File: src/rtl/vdp_super_res_writer.sv
// Super-res pixel write packer: packs (x, y, RGB) into the super_color / super_mid VRAM layouts,
// queues packed words and issues byte-enabled 32-bit VRAM writes when the display leaves the slot free.
module vdp_super_res_writer #(
  parameter int FIFO_DEPTH = 4,
  parameter int ADDR_WIDTH = 17
) (
  input  logic                  clk,
  input  logic                  reset_n,
  input  logic                  super_color,
  input  logic                  super_mid,
  input  logic                  pal_mode,
  input  logic                  slot_free,
  input  logic                  pix_valid,
  output logic                  pix_ready,
  input  logic [9:0]            pix_x,
  input  logic [9:0]            pix_y,
  input  logic [23:0]           pix_rgb,
  output logic                  vram_wr_req,
  input  logic                  vram_wr_ack,
  output logic [ADDR_WIDTH-1:0] vram_wr_addr,
  output logic [31:0]           vram_wr_data,
  output logic [3:0]            vram_wr_be,
  output logic                  dropped,
  output logic                  busy
);
  // state | meaning
  // IDLE  | no write outstanding, waiting for a queued entry and a free slot
  // REQ   | head entry presented on the VRAM port, held until ack

  localparam int PW = (FIFO_DEPTH > 1) ? $clog2(FIFO_DEPTH) : 1;
  localparam int CW = PW + 1;
  localparam int IW = (ADDR_WIDTH > 22) ? ADDR_WIDTH : 22;

  typedef enum logic {IDLE, REQ} state_t;
  state_t state;

  logic [ADDR_WIDTH-1:0] fifo_addr [FIFO_DEPTH];
  logic [31:0]           fifo_data [FIFO_DEPTH];
  logic [3:0]            fifo_be   [FIFO_DEPTH];
  logic [PW-1:0]         wr_ptr, rd_ptr, rd_next;
  logic [CW-1:0]         count;
  logic                  ready_en;

  logic [IW-1:0]         y_ext, x_ext, y180, lin_color, lin_mid;
  logic [ADDR_WIDTH-1:0] pack_addr;
  logic [31:0]           pack_data;
  logic [3:0]            pack_be;
  logic [15:0]           p565;
  logic                  color_ok, mid_ok, pack_ok, accept, push, pop;

  // y*180 by shift-add; y*360 is the same product doubled
  assign y_ext     = IW'(pix_y);
  assign x_ext     = IW'(pix_x);
  assign y180      = (y_ext << 7) + (y_ext << 5) + (y_ext << 4) + (y_ext << 2);
  assign lin_color = (y180 + x_ext) << 2;
  assign lin_mid   = ((y180 << 1) + x_ext) << 1;
  assign p565      = {pix_rgb[15:10], pix_rgb[23:19], pix_rgb[7:3]};

  assign color_ok = (pix_x < 10'd180) && (pix_y < (pal_mode ? 10'd144 : 10'd120));
  assign mid_ok   = (pix_x < 10'd360) && (pix_y < (pal_mode ? 10'd288 : 10'd240));

  always_comb begin
    pack_addr = '0;
    pack_data = '0;
    pack_be   = '0;
    pack_ok   = 1'b0;
    if (super_color) begin
      pack_ok   = color_ok;
      pack_addr = ADDR_WIDTH'(lin_color);
      pack_data = {8'h00, pix_rgb};
      pack_be   = 4'b1111;
    end else if (super_mid) begin
      pack_ok   = mid_ok;
      pack_addr = ADDR_WIDTH'(lin_mid) & ~ADDR_WIDTH'(3);
      pack_data = pix_x[0] ? {p565, 16'h0000} : {16'h0000, p565};
      pack_be   = pix_x[0] ? 4'b1100 : 4'b0011;
    end
  end

  assign pix_ready = ready_en && (count < CW'(FIFO_DEPTH));
  assign accept    = pix_valid && pix_ready;
  assign push      = accept && pack_ok;
  assign pop       = (state == REQ) && vram_wr_ack;
  assign rd_next   = rd_ptr + PW'(1);
  assign busy      = (count != '0) || vram_wr_req;

  always_ff @(posedge clk) begin
    if (push) begin
      fifo_addr[wr_ptr] <= pack_addr;
      fifo_data[wr_ptr] <= pack_data;
      fifo_be[wr_ptr]   <= pack_be;
    end
  end

  always_ff @(posedge clk or negedge reset_n) begin
    if (!reset_n) begin
      wr_ptr   <= '0;
      rd_ptr   <= '0;
      count    <= '0;
      ready_en <= 1'b0;
      dropped  <= 1'b0;
    end else begin
      ready_en <= 1'b1;
      dropped  <= accept && !pack_ok;
      if (push) wr_ptr <= wr_ptr + PW'(1);
      if (pop)  rd_ptr <= rd_next;
      if (push && !pop)      count <= count + CW'(1);
      else if (pop && !push) count <= count - CW'(1);
    end
  end

  // The head stays in the FIFO while presented; a back-to-back issue needs a second entry behind it
  always_ff @(posedge clk or negedge reset_n) begin
    if (!reset_n) begin
      state        <= IDLE;
      vram_wr_req  <= 1'b0;
      vram_wr_addr <= '0;
      vram_wr_data <= '0;
      vram_wr_be   <= '0;
    end else begin
      case (state)
        IDLE: begin
          if ((count != '0) && slot_free) begin
            state        <= REQ;
            vram_wr_req  <= 1'b1;
            vram_wr_addr <= fifo_addr[rd_ptr];
            vram_wr_data <= fifo_data[rd_ptr];
            vram_wr_be   <= fifo_be[rd_ptr];
          end
        end
        REQ: begin
          if (vram_wr_ack) begin
            if ((count > CW'(1)) && slot_free) begin
              vram_wr_addr <= fifo_addr[rd_next];
              vram_wr_data <= fifo_data[rd_next];
              vram_wr_be   <= fifo_be[rd_next];
            end else begin
              state       <= IDLE;
              vram_wr_req <= 1'b0;
            end
          end
        end
        default: begin
          state       <= IDLE;
          vram_wr_req <= 1'b0;
        end
      endcase
    end
  end
endmodule
File: config.mk
export PLATFORM = sky130hd
export DESIGN_NAME = vdp_super_res_writer
export DESIGN_NICKNAME = d
export VERILOG_FILES = /design/src/rtl/vdp_super_res_writer.sv
export SDC_FILE = /design/constraint.sdc
export NUM_CORES = 1
export LEC_CHECK = 0
export BUFFER_PORTS_ARGS = -buffer_cell sky130_fd_sc_hd__buf_2
export CAP_MARGIN = 0
export CORE_MARGIN = 2
export CORE_UTILIZATION = 29
export CTS_CLUSTER_DIAMETER = 100
export CTS_CLUSTER_SIZE = 12
export DETAILED_ROUTE_END_ITERATION = 10
export GPL_TIMING_DRIVEN = 0
export REMOVE_ABC_BUFFERS = 1
export SYNTH_ARGS = -nofsm -noshare
export SYNTH_HDL_FRONTEND = slang
export SYNTH_SLANG_ARGS = --single-unit
export TNS_END_PERCENT = 10
File: constraint.sdc
create_clock -name clk -period 2.6 [get_ports clk]
set_input_delay 0.13 -clock clk [delete_from_list [all_inputs] [get_ports clk]]
set_output_delay 0.13 -clock clk [all_outputs]
set_load 0.02 [all_outputs]
==> results of run 1 <==
placed cells by master (no fill, tap or decap), types with 6 or more instances in the layout:
master,synthesis,layout
inv_2,0,6
nor2_1,68,59
dlygate4sd3_1,0,8
edfxtp_1,196,196
buf_12,0,7
buf_4,4,9
and3_1,10,10
xnor2_1,19,16
xor2_1,9,8
and2_4,0,8
nand2b_1,6,6
dfrtp_1,60,57
buf_2,11,100
clkbuf_1,51,19
inv_1,46,36
mux2_2,50,50
clkbuf_16,0,25
a22o_1,116,116
a21oi_1,22,17
ha_1,42,32
nor2_4,0,6
ha_4,0,8
a22oi_1,49,49
nand2_1,72,70
fa_1,17,16
nor2b_1,8,7
o21ai_0,74,68
a221oi_1,48,46
worst reg2reg max path, stage by stage (launching register included):
cell and delay, ns:
dfrtp_4 0.74, nor2_4 0.78, buf_12 0.29, a22oi_1 0.14
nor2_1 0.12, a221oi_1 0.08, o21ai_0 0.22
layout make-up:
cell class                      count  share of cell area, %
Antenna cell                        1                 0.0160
Multi-Input combinational cell    694                   35.8
Inverter                           47                   1.26
Clock inverter                      2                  0.112
Sequential cell                   256                   47.4
Tap cell                          592                   4.74
Clock buffer                       44                   4.46
Timing Repair Buffer              134                   6.23
state kept, by name (all words and copies together), names as in the netlist, 3 cells and up:
signal,cells
fifo_addr,60
fifo_be,8
fifo_data,128
count,3
vram_wr_addr,15
vram_wr_data,32
synth_stat cells, drive strengths merged (2+ instances only):
master and instances:
buf 23, o221ai 2, nor2b 9, a221oi 48, ha 42, nand2b 6, and3 10, a211oi 4
a22oi 49, nand2 73, conb 2, o31ai 3, mux2i 3, or2 3, nor3 8, o211ai 2
o21a 3, a21oi 22, inv 46, dfrtp 60, mux2 50, a21o 5, o211a 3, a22o 116
clkbuf 51, xnor2 19, and2 4, fa 17, nand3 5, edfxtp 196, o21ai 75, xor2 10
or4 3, nor2 68, o21bai 3, o22ai 7
kinds of logic after synthesis:
kind of cell / after synthesis / synth area share (%)
xor gates and xnor gates: 29 / 2.00
buffers and inverters: 121 / 3.68
and+or+nand+nor: 195 / 6.74
muxes: 53 / 4.53
other: 2 / 0.0573
adders and majority gates: 59 / 6.61
DFF: 256 / 56.4
AOI/OAI and AO/OA: 349 / 20.0
routing by layer:
layer,part of all wire (%),global-route usage [%]
met3,6.6,2.16
met2,49,26.2
met4,1.9,3.95
met5,0,0
met1,43,19.8
how the worst max path moves through the flow:
| stage | start | endpoint | slack (ns) | cells after the start |
|---|---|---|---|---|
| after global routing | pix_y[2] | fifo_addr[0][16]$_DFFE_PP_ | -0.62 | 17 |
| final | pix_y[2] | fifo_addr[2][16]$_DFFE_PP_ | -0.52 | 16 |
| after detailed placement | pix_y[1] | fifo_addr[0][16]$_DFFE_PP_ | -1.63 | 17 |
| after global placement | rd_ptr[0]$_DFFE_PN0P_ | vram_wr_addr[15]$_DFFE_PN0P_ | -7.29 | 5 |
| after CTS | pix_y[2] | fifo_addr[0][16]$_DFFE_PP_ | -0.48 | 16 |
| after floorplan | rd_ptr[0]$_DFFE_PN0P_ | vram_wr_addr[15]$_DFFE_PN0P_ | -2.33 | 5 |
through the flow:
stage | total power [mW] | cells | hold slack (ns) | TNS (ns) | setup WS (ns)
floorplan | 10.5 | 991 | -0.166 | -183.20 | -2.33
global placement | 12.3 | 1689 | 0.381 | -963.92 | -7.29
detailed placement | 13.1 | 1700 | 0.0838 | -310.72 | -1.63
CTS | 16.9 | 1766 | 0.00300 | -7.88 | -0.477
global route | 18.0 | 1770 | 0.0169 | -17.23 | -0.619
finish | 16.9 | 1770 | 0.0133 | -9.34 | -0.519
timing repair:
action	CTS	global route
gates resized for setup	65	18
endpoints found under the hold margin	80	0
cloned	6	0
endpoints found under the setup margin	280	187
hold buffers	8	0
buffers inserted	6	3
pin swaps	26	9
power breakdown:
part / switching, mW / internal, mW
Clock: 1.50 / 1.81
Sequential: 0.635 / 5.01
Combinational: 4.65 / 3.34
==> results.md, run 1 <==
* Sink count of the clock tree at about 260
* Maximum cell stage delay along the critical path at roughly 0.54 ns
* Post-placement cell area at about 14000 sq um
* Kind of cell adding the most delay to the critical path: adder cells
* Total detailed-routing wirelength at between 30000 and 40000 um
* Launch point of the worst hold path: pix_rgb[8]
* Top cells by area, synth: edfxtp_1 (45%), dfrtp_1 (11%), a22o_1 (7.8%), mux2_2 (4.3%), ha_1 (4.0%)
* Largest driver fanout on the critical path at 4
* Worst-case setup margin in the final layout at -0.519 ns
* Series of cell instances along the critical path: buf_8 -> inv_6 -> fa_1 -> inv_2 -> fa_1 -> inv_1 -> fa_2 -> xnor2_2 -> ha_1 -> o21ai_2 -> a21oi_2 -> o21ai_2 -> nor3_2 -> nor4bb_2 -> o21a_1 -> nor3_4
* Failing checks: negative setup slack
* Finished Cell Area at 15600 sq um
* Weighted congestion reported at the end of routability-driven placement at just under 0.8
* Kind of launch point of the worst setup path: input port
* Proportion of register bits with asynchronous set or reset after synthesis at 23.4%
* Layout Area Growth over Synthesis at 19.2%
* Final antenna-violating net count at 0
* Initial antenna violation count at 2
* Worst setup path class: input port to flip-flop
* Hold endpoint: fifo_data[3][8]$_DFFE_PP_
* Final design utilization at 35.2%
* Outcome: finished with violations
* Path depth of the worst reg2reg path at 6
* Mapped Cells at 1064
* Number of inserted filler cells in the final layout at about 4300
* Average routed wire per standard cell at 20.5 um
* IO Pins at about 110
* First-pass GRT wire length at roughly 55000 um
* Nets at around 1300
* Tcrit/Tclk final at 120%
* Maximum clock insertion buffer count at 3
* Starting density of the core at between 20% and 30%
* Warnings from Yosys at 0
* Area of the core at about 44000 sq um
* Cell Rows at 77
* Count of input and output buffers at about 110
* Leftover overflow at the end of global routing at 0
* RSZ-0062 raised after global routing: yes
* Area share of the largest cell type after synthesis at between 40% and 50%
* H-tree depth at 1
* Area used by multi-input combinational logic at 5590 sq um
* Slew Limit Headroom at 29.3%
* Number of library cell types mapped by synthesis at a little under 60
* Destination of the worst register-to-register timing path: vram_wr_addr[12]$_DFFE_PN0P_
* Final worst clock skew at roughly 0.011 ns
* Netlist area before placement at around 13000 sq um
* GRT Overall Usage at about 15%
* Ratio of routed vias to standard cells at roughly 5.3
* Crit path arrival time at approximately 3.4 ns
* Final hold vios at 0
* Achievable frequency at 321 MHz
* Max-cap viol count at 0
* Total area of sequential cells at 7400 sq um
* Worst setup slack for register-to-register paths at 0.13 ns
* Vias in the first global route at 9386
* Final setup violation count at 32
* Leading register cell type out of synthesis: edfxtp_1
* Startpoint of the lowest-slack register-to-register path: rd_ptr[1]$_DFFE_PN0P_
* Ratio of cells with drive above 1 in the final layout at a little under a quarter
* Maximum number of pins on one net before global-route repair at 67
* TritonRoute pass-1 iters at 5
* Iter 0 DRT Violations at 740
* EDFF count, synth at 196
* Vias after detailed routing at about 9400
* Post-DP HPWL at roughly 21000 um
* Average cell area after synthesis at ~12 sq um
* Leakage power summed over all cells at roughly 5.9 nW
* Critical path endpoint category: flip-flop
* Slew @ Worst Pin at 1.06 ns
* Number of remaining DRC errors at 0
* Highest ir drop seen on vdd at 519 uV
* TritonCTS buffer count at 25
* Cell with the largest stage delay on the worst path: fa_1
* Die span in y at roughly 220 um
* Share of synthesized area occupied by flip-flops and latches at 56.4%
* Clock tree from TritonCTS: built
* Overall die width at roughly 220 um
* Type of the most critical hold path: input port to flip-flop
* Number of cells on the worst hold path at 2
* Buffers plus inverters on the worst setup path at 4
* Worst Path Required at 2.87 ns
* Cell area power density at approximately 1100 nW/um^2
* Min cycle time layout at roughly 3.1 ns
* Area of the die at 46900 sq um
* Post-CTS clock slew at the launch and capture registers of the worst setup and hold paths at 0.06 ns
* Final max-slew violation count at 0
* Worst skew pair latency at approximately 0.52 ns
* Cell type contributing the most total cell area after synthesis: edfxtp_1
* Synthesis-stage register bit count at 256
* Root buffer cell: clkbuf_16
(Power assumes the default switching activity.)
==> inputs of run 2 (changes only) <==
Settings changed: ABC_CLOCK_PERIOD_IN_PS set to 2650, GPL_TIMING_DRIVEN 0 to 1.
Clock period 2.6 ns to 2.65 ns, I/O delays scaled along.
==> results.md, run 2 (same netlist as run 1, synthesis figures left out) <==
* Outcome: finished with violations
* Failing checks: negative setup slack
* Ratio of cells with drive above 1 in the final layout at 30.4% (+6.5 points)
* Tcrit/Tclk final at 119%
* Area of the die at 46900 sq um (unchanged)
* Achievable frequency at 318 MHz
* Launch point of the worst hold path: pix_rgb[8]
* Starting density of the core at 29.5% (unchanged)
* Nets at 1371 (+8.0%)
* Highest ir drop seen on vdd at 496 uV (-4.5%)
* RSZ-0062 raised after global routing: yes
* Worst setup slack for register-to-register paths at 0.33 ns (+0.20 ns)
* Slew Limit Headroom at 18.2% (-11 points)
* Post-CTS clock slew at the launch and capture registers of the worst setup and hold paths at 0.06 ns (about the same)
* Hold endpoint: fifo_data[2][8]$_DFFE_PP_
* Total detailed-routing wirelength at 35900 um (-1.1%)
* Die span in y at 217 um (unchanged)
* Number of cells on the worst hold path at 2 (unchanged)
* Final design utilization at 36.9% (+1.7 points)
* Startpoint of the lowest-slack register-to-register path: rd_ptr[1]$_DFFE_PN0P_
* Number of inserted filler cells in the final layout at 4266 (-1.4%)
* GRT Overall Usage at 15.0% (-0.12 points)
* First-pass GRT wire length at 55400 um (+0.74%)
* Final worst clock skew at 0.0137 ns (+0.00308 ns)
* Kind of cell adding the most delay to the critical path: adder cells
* Vias in the first global route at 9845 (+4.9%)
* Final hold vios at 0 (unchanged)
* Placed instance count at 1809 (+6.4%)
* Max-cap viol count at 0 (unchanged)
* Final max-slew violation count at 0 (unchanged)
* Post-DP HPWL at 23400 um (+11%)
* Count of input and output buffers at 106 (unchanged)
* IO Pins at 109 (unchanged)
* H-tree depth at 1 (unchanged)
* Destination of the worst register-to-register timing path: vram_wr_data[24]$_DFFE_PN0P_
* CP dominant cell by count: buf_4
* Maximum cell stage delay along the critical path at 0.57 ns (+0.03 ns)
* Number of remaining DRC errors at 0 (unchanged)
* Most flops, register: fifo_data
* Post-placement setup slack at -1.29 ns (+0.339 ns)
* Kind of launch point of the worst setup path: input port
* Area of the core at 44400 sq um (unchanged)
* Crit path arrival time at 3.41 ns (+0.02 ns)
* Type of the most critical hold path: input port to flip-flop
* Worst setup path class: input port to flip-flop
* Final antenna-violating net count at 0 (unchanged)
* Worst-case setup margin in the final layout at -0.492 ns (+0.0272 ns)
* Worst Path Required at 2.92 ns (+0.05 ns)
* Finished Cell Area at 16400 sq um (+4.9%)
* Most common cell after layout, fill and taps aside: edfxtp_1
* TritonRoute pass-1 iters at 5 (unchanged)
* Largest driver fanout on the critical path at 4 (unchanged)
* Critical path endpoint category: flip-flop
* Root buffer cell: clkbuf_16
* Leftover overflow at the end of global routing at 0 (unchanged)
* Top flop regs: fifo_data: 128 flops, fifo_addr: 60 flops, vram_wr_data: 32 flops
* Leakage power summed over all cells at 6.44 nW (+8.5%)
* Buffers plus inverters on the worst setup path at 7 (+3)
* Initial antenna violation count at 0 (-2)
* Path depth of the worst reg2reg path at 5 (-1)
* Ratio of routed vias to standard cells at 5.13 (-3.5%)
* Vias after detailed routing at 9597 (+1.9%)
* Non-filler cells, final at 1870 (+5.6%)
* Cell with the largest stage delay on the worst path: fa_2
* Average routed wire per standard cell at 19.2 um (-6.4%)
* Weighted congestion reported at the end of routability-driven placement at 0.805 (+3.4%)
* Overall die width at 217 um (unchanged)
* Most frequent cells in the layout: edfxtp_1 (196), a22o_1 (116), buf_4 (112), buf_2 (104), nand2_1 (70)
* TritonCTS buffer count at 25 (unchanged)
* Max reg flops at 128 (unchanged)
* Antenna diode count at 0 (-1)
* Series of cell instances along the critical path: buf_8 -> inv_4 -> fa_1 -> inv_2 -> fa_2 -> ha_4 -> a211oi_1 -> nor2_1 -> buf_4 -> buf_4 -> buf_4 -> o21ai_4 -> xor2_2 -> o41a_1 -> o21ai_2 -> a21oi_2 -> buf_4
* Cell Rows at 77 (unchanged)
* Worst skew pair latency at 0.52 ns (about the same)
* Sink count of the clock tree at 256 (unchanged)
* Slew @ Worst Pin at 1.22 ns (+0.167 ns)
* Layout Area Growth over Synthesis at 25.0%
* Clock tree from TritonCTS: built
* Min cycle time layout at around 3.1 ns
* Maximum number of pins on one net before global-route repair at 100 (+49%)
* Cell area power density at 1040 nW/um^2 (-4.1%)
* Maximum clock insertion buffer count at 3 (unchanged)
* Post-placement cell area at 15200 sq um (+5.7%)
* Final setup violation count at 28 (-13%)
* Iter 0 DRT Violations at 756 (+2.2%)
==> run 2: worst max-delay path by stage <==
stage                                startpoint                           end  depth (start not counted)  slack [ns]
final                                  pix_y[3]    fifo_addr[0][15]$_DFFE_PP_                         17       -0.49
after global placement                 pix_y[0]    fifo_addr[0][16]$_DFFE_PP_                         17       -1.17
after detailed placement               pix_y[0]    fifo_addr[2][16]$_DFFE_PP_                         17       -1.29
after global routing                   pix_y[3]    fifo_addr[3][16]$_DFFE_PP_                         17       -0.60
after floorplan           rd_ptr[0]$_DFFE_PN0P_  vram_wr_addr[15]$_DFFE_PN0P_                          5       -2.28
after CTS                              pix_y[3]    fifo_addr[3][16]$_DFFE_PP_                         17       -0.51
==> run 2: final cells by class <==
class                           count  area [sq um]  area share [%]
Sequential cell                   256          7400            45.1
Multi-Input combinational cell    688          5590            34.1
Timing Repair Buffer              242          1770            10.8
Tap cell                          592           741            4.52
Clock buffer                       44           697            4.25
Inverter                           47           179            1.09
Clock inverter                      1          8.76          0.0535
==> run 2: repair_timing <==
action,in CTS,in global routing
hold buffers,7,0
endpoints found under the hold margin,43,0
gates resized for setup,42,34
pin swaps,29,15
buffers inserted,6,3
endpoints found under the setup margin,28,32
==> run 2: where the power goes <==
part / total [mW] / internal (mW) / leakage (nW) / switching, mW
sequential: 5.20 / 4.92 / 2.53 / 0.274
combinational: 8.67 / 3.71 / 3.58 / 4.96
clock: 3.18 / 1.77 / 0.335 / 1.41
total: 17.0 / 10.4 / 6.44 / 6.64
==> run 2: metal layers <==
| layer | global-route usage [%] | part of all wire [%] |
|---|---|---|
| met5 | 0 | 0 |
| met4 | 4.09 | 1.8 |
| met3 | 2.26 | 5.9 |
| met2 | 27.0 | 51 |
| met1 | 18.6 | 41 |
==> run 2: stage by stage <==
step                      TNS [ns]  hold WS, ns  power [mW]
final                        -9.83       0.0233        17.0
after global routing        -12.64       0.0251        18.2
after global placement      -30.50        0.306        13.2
after floorplan            -169.77       -0.163        10.3
after detailed placement    -32.62        0.313        13.4
after CTS                    -9.17      0.00115        16.9
==> inputs of run 3 (changes only) <==
Settings changed: HOLD_SLACK_MARGIN set to 0.1.
==> results.md, run 3 (same netlist as run 1, synthesis figures left out) <==
* Leftover overflow at the end of global routing at 0 (unchanged)
* Number of cells on the worst hold path at 3 (+1)
* IO Pins at 109 (unchanged)
* Post-placement setup slack at -1.29 ns (unchanged)
* Clock tree from TritonCTS: built
* Initial antenna violation count at 0 (unchanged)
* Area used by multi-input combinational logic at 5590 sq um (unchanged)
* Highest ir drop seen on vdd at 499 uV (+0.65%)
* Most common cell after layout, fill and taps aside: edfxtp_1
* TritonCTS buffer count at 25 (unchanged)
* Total area of sequential cells at 7400 sq um (unchanged)
* Slew Limit Headroom at 18.5% (+0.27 points)
* Destination of the worst register-to-register timing path: vram_wr_data[24]$_DFFE_PN0P_
* Launch point of the worst hold path: pix_x[0]
* Area of the die at 46900 sq um (unchanged)
* Count of input and output buffers at 106 (unchanged)
* Overall die width at 217 um (unchanged)
* Worst-case setup margin in the final layout at -0.493 ns (-0.000490 ns)
* Outcome: finished with violations
* TritonRoute pass-1 iters at 5 (unchanged)
* Nets at 1400 (+2.1%)
* Worst Path Required at 2.92 ns (about the same)
* Failing checks: negative setup slack
* Final worst clock skew at 0.0135 ns (-0.000240 ns)
* Routed length on met2 at 18300 um (+0.48%)
* Ratio of cells with drive above 1 in the final layout at 29.7% (-0.67 points)
* Launching instance or port of the critical path: pix_y[3]
* Placed instance count at 1809 (unchanged)
* Worst setup path class: input port to flip-flop
* Tcrit/Tclk final at 119% (about the same)
* Iter 0 DRT Violations at 728 (-3.7%)
* Area of the core at 44400 sq um (unchanged)
* Cell Rows at 77 (unchanged)
* Top flop regs: fifo_data: 128 flops, fifo_addr: 60 flops, vram_wr_data: 32 flops
* Worst skew pair latency at 0.52 ns (about the same)
* Leakage power summed over all cells at 6.57 nW (+2.0%)
* Vias in the first global route at 9981 (+1.4%)
* Cell area power density at 1030 nW/um^2 (-1.5%)
* Maximum number of pins on one net before global-route repair at 100 (unchanged)
* Max-cap viol count at 0 (unchanged)
* Worst setup slack for register-to-register paths at 0.33 ns (about the same)
* Max reg flops at 128 (unchanged)
* Detailed-routing wirelength on met1 at 15000 um (+1.2%)
* Final max-slew violation count at 0 (unchanged)
* Most flops, register: fifo_data
* Number of remaining DRC errors at 0 (unchanged)
* Critical path endpoint category: flip-flop
* Post-placement cell area at 15200 sq um (unchanged)
* Total negative slack at -9.91 ns (-0.0787 ns)
* Total detailed-routing wirelength at 36100 um (+0.52%)
* Ratio of routed vias to standard cells at 5.09 (-0.80%)
* Hold_ws at 0.180 ns (+0.157 ns)
* Starting density of the core at 29.5% (unchanged)
* Sink count of the clock tree at 256 (unchanged)
* Startpoint of the lowest-slack register-to-register path: rd_ptr[1]$_DFFE_PN0P_
* Average routed wire per standard cell at 19.0 um (-1.0%)
* Maximum clock insertion buffer count at 3 (unchanged)
* Die span in y at 217 um (unchanged)
* Final design utilization at 37.5% (+0.65 points)
* Crit path arrival time at 3.41 ns (about the same)
* Root buffer cell: clkbuf_16
* Final setup violation count at 28 (unchanged)
* Weighted congestion reported at the end of routability-driven placement at 0.805 (unchanged)
* Overall power at 17.1 mW (+0.25%)
* Post-CTS clock slew at the launch and capture registers of the worst setup and hold paths at 0.06 ns (about the same)
* Number of inserted filler cells in the final layout at 4244 (-0.52%)
* Final hold vios at 0 (unchanged)
* Vias after detailed routing at 9668 (+0.74%)
* Largest driver fanout on the critical path at 4 (unchanged)
* H-tree depth at 1 (unchanged)
* Hold endpoint: fifo_be[1][2]$_DFFE_PP_
* Highest metal used: met4
* Achievable frequency at 318 MHz (about the same)
* Type of the most critical hold path: input port to flip-flop
* Non-filler cells, final at 1899 (+1.6%)
* Antenna diode count at 0 (unchanged)
* Final antenna-violating net count at 0 (unchanged)
* GRT Overall Usage at 15.1% (+0.076 points)
* Slew @ Worst Pin at 1.22 ns (-0.00410 ns)
* First-pass GRT wire length at 55800 um (+0.69%)
* RSZ-0062 raised after global routing: yes
* Min cycle time layout at 3.14 ns (+0.000490 ns)
* Length of routed met3 wiring at 2060 um (-2.5%)
* Layout Area Growth over Synthesis at 27.2%
* Finished Cell Area at 16700 sq um (+1.8%)
* Most frequent cells in the layout: edfxtp_1 (196), a22o_1 (116), buf_4 (112), buf_2 (104), nand2_1 (70)
* Post-DP HPWL at 23400 um (unchanged)
* Kind of launch point of the worst setup path: input port
* Path depth of the worst reg2reg path at 5 (unchanged)
## run 3: cell count changes in the layout (fill, tap and decap cells not counted)
cell / before / now
dlygate4sd3_1: 7 / 36
## run 3: worst max path at each step
stage | to | cells past startpoint
after floorplan | vram_wr_addr[15]$_DFFE_PN0P_ | 5
after global placement | fifo_addr[0][16]$_DFFE_PP_ | 17
after detailed placement | fifo_addr[2][16]$_DFFE_PP_ | 17
after CTS | fifo_addr[3][16]$_DFFE_PP_ | 17
after global routing | fifo_addr[3][16]$_DFFE_PP_ | 17
final | fifo_addr[0][15]$_DFFE_PP_ | 17
## run 3: where the power goes
group	switching [mW]	internal, mW	leakage (nW)
clock network	1.42	1.77	0.335
logic	4.96	3.74	3.71
registers	0.275	4.92	2.53
total	6.65	10.4	6.57
## run 3: repair_timing
| item | CTS | global route |
|---|---|---|
| pin swaps | 29 | 15 |
| resized for setup | 42 | 34 |
| hold buffers | 36 | 0 |
| setup endpoints to repair | 28 | 32 |
| hold endpoints to repair | 168 | 0 |
| buffers inserted | 6 | 3 |
| cloned | 0 | 0 |
## run 3: layout make-up
type / instances / share of cell area [%]
clock buffers: 44 / 4.18
flip-flops and latches: 256 / 44.4
clock inverters: 1 / 0.0525
repair buffers: 271 / 12.4
inverters: 47 / 1.07
well taps: 592 / 4.44
multi-input cells: 688 / 33.5
## run 3: metal layers
layer | up-vias | track usage, %
li1 | 4540 | -
met2 | 286 | 27.2
met5 | - | 0
met1 | 4795 | 18.7
met3 | 47 | 2.19
met4 | 0 | 4.09
## run 3: worst max-delay path: stages
cell	delay (ns)
buf_8	0.08
inv_4	0.03
fa_1	0.55
inv_2	0.04
fa_2	0.57
ha_4	0.21
a211oi_1	0.26
nor2_1	0.10
buf_4	0.14
buf_4	0.12
buf_4	0.13
o21ai_4	0.15
xor2_2	0.09
o41a_1	0.43
o21ai_2	0.13
a21oi_2	0.06
buf_4	0.17
